--- config.mk ---
export PLATFORM = sky130hd
export DESIGN_NAME = serial_adder
export DESIGN_NICKNAME = d
export VERILOG_FILES = /design/src/rtl/adder_pkg.sv /design/src/rtl/fulladder.sv /design/src/rtl/serial_adder.sv
export SDC_FILE = /design/constraint.sdc
export NUM_CORES = 1
export LEC_CHECK = 0
export BUFFER_PORTS_ARGS = -buffer_cell sky130_fd_sc_hd__buf_2
export CELL_PAD_IN_SITES_DETAIL_PLACEMENT = 0
export CELL_PAD_IN_SITES_GLOBAL_PLACEMENT = 2
export CORE_UTILIZATION = 39
export CTS_BUF_LIST = sky130_fd_sc_hd__clkbuf_4
export DETAILED_ROUTE_END_ITERATION = 16
export PLACE_DENSITY = 0.91
export SYNTH_ARGS = -nofsm -noshare
export SYNTH_HDL_FRONTEND = slang
export SYNTH_SLANG_ARGS = --single-unit
--- constraint.sdc ---
create_clock -name clk -period 2.65 [get_ports clk]
set_clock_uncertainty 0.2 [all_clocks]
set_input_delay 0.53 -clock clk [delete_from_list [all_inputs] [get_ports clk]]
set_output_delay 0.53 -clock clk [all_outputs]
set_load 0.005 [all_outputs]
--- src/rtl/adder_pkg.sv ---
// Shared definitions for the bit-serial adder: FSM state encoding.
package adder_pkg;

   // Encoding 2'd3 is unused; the controller steers it back to S_IDLE.
   typedef enum logic [1:0] {
      S_IDLE  = 2'd0,
      S_SHIFT = 2'd1,
      S_DONE  = 2'd2
   } state_t;

endpackage

--- src/rtl/fulladder.sv ---
// Single-bit full-adder slice (combinational).
module fulladder (
   input  logic a,
   input  logic b,
   input  logic cin,
   output logic sum,
   output logic cout
);

   assign sum  = a ^ b ^ cin;
   assign cout = (a & b) | (cin & (a ^ b));

endmodule

--- src/rtl/serial_adder.sv ---
// Bit-serial adder: one bit per clock, LSB first, through a single full-adder
// slice with a registered carry.
//
// Handshake: start is sampled only while idle (busy=0, done=0). The edge that
// sees start=1 in IDLE captures a/b/cin and raises busy for WIDTH cycles.
// done then pulses for exactly one cycle, and from that cycle sum/cout hold
// the new result until the next operation finishes. start is ignored while
// busy or done is high. fsm_state mirrors the controller state for debug.
module serial_adder
   import adder_pkg::*;
#(
   parameter int WIDTH = 8
) (
   input  logic             clk,
   input  logic             rst_n,
   input  logic             start,
   input  logic [WIDTH-1:0] a,
   input  logic [WIDTH-1:0] b,
   input  logic             cin,
   output logic             busy,
   output logic             done,
   output logic [WIDTH-1:0] sum,
   output logic             cout,
   output logic [1:0]       fsm_state
);

   localparam int CW = $clog2(WIDTH + 1);
   localparam logic [CW-1:0] CNT_LAST = CW'(WIDTH - 1);

   state_t           state;
   state_t           state_nx;
   logic [WIDTH-1:0] sh_a;
   logic [WIDTH-1:0] sh_b;
   logic [WIDTH-1:0] partial;
   logic [WIDTH-1:0] partial_nx;
   logic             carry;
   logic [CW-1:0]    cnt;
   logic             fa_sum;
   logic             fa_cout;
   logic             last_bit;

   fulladder u_fa (
      .a    (sh_a[0]),
      .b    (sh_b[0]),
      .cin  (carry),
      .sum  (fa_sum),
      .cout (fa_cout)
   );

   // The new sum bit enters at the MSB; after WIDTH shifts bit 0 lands at partial[0].
   assign partial_nx = WIDTH'({fa_sum, partial} >> 1);
   assign last_bit   = (cnt == CNT_LAST);
   assign fsm_state  = state;

   // State register.
   always_ff @(posedge clk or negedge rst_n) begin
      if (!rst_n) state <= S_IDLE;
      else        state <= state_nx;
   end

   // Next-state and status decode; unused encodings fall back to IDLE.
   always_comb begin
      state_nx = state;
      busy     = 1'b0;
      done     = 1'b0;
      case (state)
         S_IDLE:  if (start) state_nx = S_SHIFT;
         S_SHIFT: begin
            busy = 1'b1;
            if (last_bit) state_nx = S_DONE;
         end
         S_DONE:  begin
            done     = 1'b1;
            state_nx = S_IDLE;
         end
         default: state_nx = S_IDLE;
      endcase
   end

   // Operand capture, per-bit shift/add, and result update on the final bit.
   always_ff @(posedge clk or negedge rst_n) begin
      if (!rst_n) begin
         sh_a    <= '0;
         sh_b    <= '0;
         partial <= '0;
         carry   <= 1'b0;
         cnt     <= '0;
         sum     <= '0;
         cout    <= 1'b0;
      end else begin
         case (state)
            S_IDLE: begin
               if (start) begin
                  sh_a    <= a;
                  sh_b    <= b;
                  carry   <= cin;
                  cnt     <= '0;
                  partial <= '0;
               end
            end
            S_SHIFT: begin
               sh_a    <= sh_a >> 1;
               sh_b    <= sh_b >> 1;
               partial <= partial_nx;
               carry   <= fa_cout;
               cnt     <= cnt + 1'b1;
               if (last_bit) begin
                  sum  <= partial_nx;
                  cout <= fa_cout;
               end
            end
            default: ;
         endcase
      end
   end

endmodule

Word level (Yosys, flattened, before mapping)
Cells that the tools add are included.

Register bits: 40. Input bits: 20. Word-level logic and storage cells: 39.

Add/sub/neg operators: 1. Eq/ne operators: 5. Muxes and demuxes: 15. Bitwise logic cells: 5. Reduce and logical (&&, ||, !) cells: 5.

Operators with widths (number): case mux 8 bit (2 select lines) (3); 2-to-1 mux 8 bit (3); case mux 4 bit (2 select lines) (1); AND reduction 2 bit (3); adder 4 x 1 -> 4 bit (second input constant) (1); == test 4 x 3 -> 1 bit (second input constant) (1); 2-to-1 mux 2 bit (2); 2-to-1 mux 4 bit (1); != test 2 bit (second input constant) (2); case mux 2 bit (2 select lines) (1); 2-to-1 mux 1 bit (3); AND 1 bit (2); == test 2 x 1 -> 1 bit (second input constant) (1); == test 2 bit (second input constant) (1); zero test 2 bit (1); case mux 1 bit (2 select lines) (1); nonzero test 2 bit (1); XOR 1 bit (2); bitwise OR 1 bit (1).

Depth between registers and ports, before layout
Depth in word-level cells: 4. Mapped depth: 5. Depth with buffers taken out: 4.

Hierarchy
Synthesis repeated with hierarchy kept, for this count alone.

Cell total of the unflattened synthesis: 155. Area total of the unflattened synthesis: 1745.4 um^2.

By module, submodules not included: serial_adder (times used 1, cells each 154, area each 1725.4 um^2, sequential area each 975.9 um^2); fulladder (times used 1, cells each 1, area each 20.0 um^2, sequential area each 0.0 um^2).

Worst setup path after synthesis
Ideal clock, no wire load.

Path type: register -> output. Start: reg state[1], in the netlist fsm_state[1]. End: out done. Arrival: 1013 ps. Data required time: 1920 ps. Slack: 907 ps. Cell stages (with the launch flop): 4. Cell sequence: dfrtp_1 -> buf_2 -> buf_1 -> and2b_1.

Longest elaborated chain between the ends: 2.

Ends and longest elaborated chain: from (decl) (RTL line serial_adder.sv:30) `state_t state;`; from (signal assigned) (RTL line serial_adder.sv:58) `else state <= state_nx;`; == test 2 bit (RTL line serial_adder.sv:66) `case (state)`; 2-to-1 mux 1 bit (RTL line serial_adder.sv:66); to (decl) (RTL line serial_adder.sv:21) `output logic done,`.

Every way passes these cells.

Worst setup path after layout
Start: reg state[0], in the netlist fsm_state[0]. End: out done.

Same word-level chain as after synthesis.

==> results.py <==
metrics = {
    "clock_tree": {
        "post-cts-setup-buffers": 0,
        "post_cts_resized": 0,
        "cts_tree": "done",
        "ctsHoldBuffers": 0,
        "clk_latency_ns": 0.34,
        "cts_buffers": 5,
        "root_buffer": "clkbuf_4",
        "clock-sinks": 39,
        "clk_pin_slew_ns": 0.11,
        "clockBufferDepth": 2,
        "cts-htree-levels": 2,
    },
    "placement": {
        "gp_congestion": 0.801,
        "dp.final_hpwl_um": 2530,
        "port_buffers": 32,
    },
    "finish": {
        "final_common_cell": "dfrtp_1",
        "multi_input_area_um2": 722,
        "antenna_cells": 0,
        "drive_gt1_share_pct": 30.0,
        "final-seq-area_um2": 976,
        "fillerInstances": 406,
        "final_cell_mix": "dfrtp_1 (39), buf_2 (32), o21ai_0 (18), nor2b_1 (18), a21oi_1 (18)",
        "area_delta_synth_final_pct": 15.6,
        "layout.nets": 211,
        "final_util_pct": 48.7,
    },
    "routing": {
        "vias_per_cell": 5.53,
        "wirelength_um": 3820,
        "routedWlPerCell_um": 15.9,
        "ant_nets": 0,
        "drc": 0,
        "vias": 1326,
        "drtPass1Iterations": 4,
        "drt_iter0_drc": 93,
    },
    "global_routing": {
        "grt_max_degree": 40,
        "grt.total_usage_pct": 18.9,
        "grt_overflow": 0,
        "grt_pass1_wl_um": 6350,
        "antenna_found_initial": 0,
        "grt_pass1_vias": 1325,
    },
    "sta": {
        "drv_slew": 0,
        "setup_viol_count_final": 0,
        "finalSetupTns_ns": 0,
        "fmax_ghz": 0.485,
        "final.min_clock_period_ns": 2.06,
        "finalCritPeriodShare_pct": 77.8,
        "grt_setup_unrepaired": "false",
        "timing.hold.ws_ns": 0.0784,
        "worst_pin_slew_ns": 0.851,
        "worst_slew_margin_rel_pct": 43.3,
        "hold_violations": 0,
    },
    "floorplan": {
        "fp.coreArea_mm2": 0.00414,
        "die_w_um": 68.9,
        "die_area_mm2": 0.00475,
        "rows": 23,
        "io_pins": 33,
        "die_y_um": 68.9,
        "initial_utilization_pct": 42.1,
    },
    "worst_setup_path": {
        "crit_fanout": 12,
        "cp_cell_sequence": "and2b_1 -> buf_2",
        "critPathSlowestCell": "dfrtp_1",
        "criticalPathCategory": "flop to primary output",
        "end_kind": "primary output",
        "critPathLaunchType": "flop",
        "arrival_ns": 1.33,
        "max_stage_delay_ns": 0.64,
        "crit_required_ns": 1.92,
    },
    "yosys": {
        "ys_warn_count": 0,
        "synth_cell_types": 22,
        "netlist_area_mm2": 0.00175,
        "synthCells": 155,
        "synth.avg_cell_area_um2": 11.3,
        "synth_nets": 177,
        "ys_seq_area_share_pct": 55.9,
        "ys_ff_latch": 39,
    },
    "power": {
        "power_density_mw_per_mm2": 1080,
        "report.power.total_w": 0.00219,
        "peakVddDrop_uv": 540,
        "p_leak_nw": 0.944,
    },
    "hold_path": {
        "hp-class": "primary input to async pin",
    },
    "run_status": {
        "status": "finished clean",
    },
    "flow_run": {
        "cap_viol_max_count": 0,
    },
}
==> critical path: cells and delay by family (launching register included) <==
kind	cells	cell delay [ns]
buffers and inverters	1	0.12
AND/OR/NAND/NOR	1	0.23
flip-flops	1	0.64
==> final timing paths <==
kind	to	slack, ns	from	cells after the start
max	done	0.59	fsm_state[0]	2
min	sh_a[4]	0.08	rst_n	1
max reg2reg	sum[2]	0.70	fsm_state[0]	3
min reg2reg	sum[5]	0.31	sum[5]	1
max in group asynchronous	sum[6]	1.63	rst_n	1
min in group clk	sh_b[5]	0.26	b[5]	3
==> metrics by stage <==
step / area (um2) / cells / setup slack, ns
floorplan: 1750 / 155 / 0.907
global placement: 1960 / 232 / 0.786
detailed placement: 1960 / 232 / 0.733
CTS: 2020 / 240 / 0.589
global route: 2020 / 240 / 0.520
finish: 2020 / 240 / 0.589
==> cell type report <==
type	count	share of cell area (%)
clock buffer	7	2.60
clock inverter	1	0.248
inverter	1	0.186
multi-input combinational	105	35.7
sequential	39	48.3
tap	50	3.10
timing repair buffer	37	9.79
==> registers in the layout, indices dropped and copies added (netlist names) <==
name,cells
sum,8
carry,1
cout,1
fsm_state,2
sh_a,8
cnt,4
sh_b,8
partial,7
==> where the power goes <==
group          switching (W)  internal [W]  total (W)
registers           0.000210      0.000836    0.00105
clock network       0.000186      0.000124   0.000310
logic               0.000411      0.000419   0.000830
total               0.000807       0.00138    0.00219
==> logic make-up (layout without fill, tap and decap cells) <==
logic type / count (synthesis) / count (layout) / share of synthesized area, %
DFF: 39 / 39 / 55.9
and+or+nand+nor: 32 / 32 / 11.3
adders and majority gates: 2 / 2 / 1.86
AOI/OAI and AO/OA: 61 / 61 / 21.7
muxes: 10 / 10 / 6.45
buffers and inverters: 11 / 46 / 2.79
==> cells in the mapped netlist <==
library cell / count / area [um2]
inv_1: 1 / 3.75
o21ai_0: 18 / 90.1
clkbuf_1: 4 / 15.0
ha_1: 1 / 12.5
buf_1: 2 / 7.51
o21bai_1: 1 / 7.51
and2b_1: 1 / 7.51
dfrtp_1: 39 / 976
fa_1: 1 / 20.0
nor3_4: 1 / 16.3
nand2_1: 5 / 18.8
buf_4: 1 / 7.51
nand2b_4: 1 / 13.8
a22o_1: 9 / 78.8
or3_1: 1 / 6.26
nand3_1: 3 / 15.0
mux2_2: 10 / 113
nor2b_1: 18 / 113
buf_2: 3 / 15.0
a21oi_1: 18 / 90.1
a22oi_1: 15 / 113
nor2_1: 2 / 7.51
==> layer usage <==
layer / up-vias / track usage (%) / share of wire [%]
met5: - / 0 / 0
met4: 0 / 8.67 / 1.8
met3: 9 / 4.11 / 5.6
met2: 45 / 27.9 / 45
met1: 642 / 26.2 / 48
li1: 630 / - / -
No activity file was read; power rests on OpenSTA's default activity.
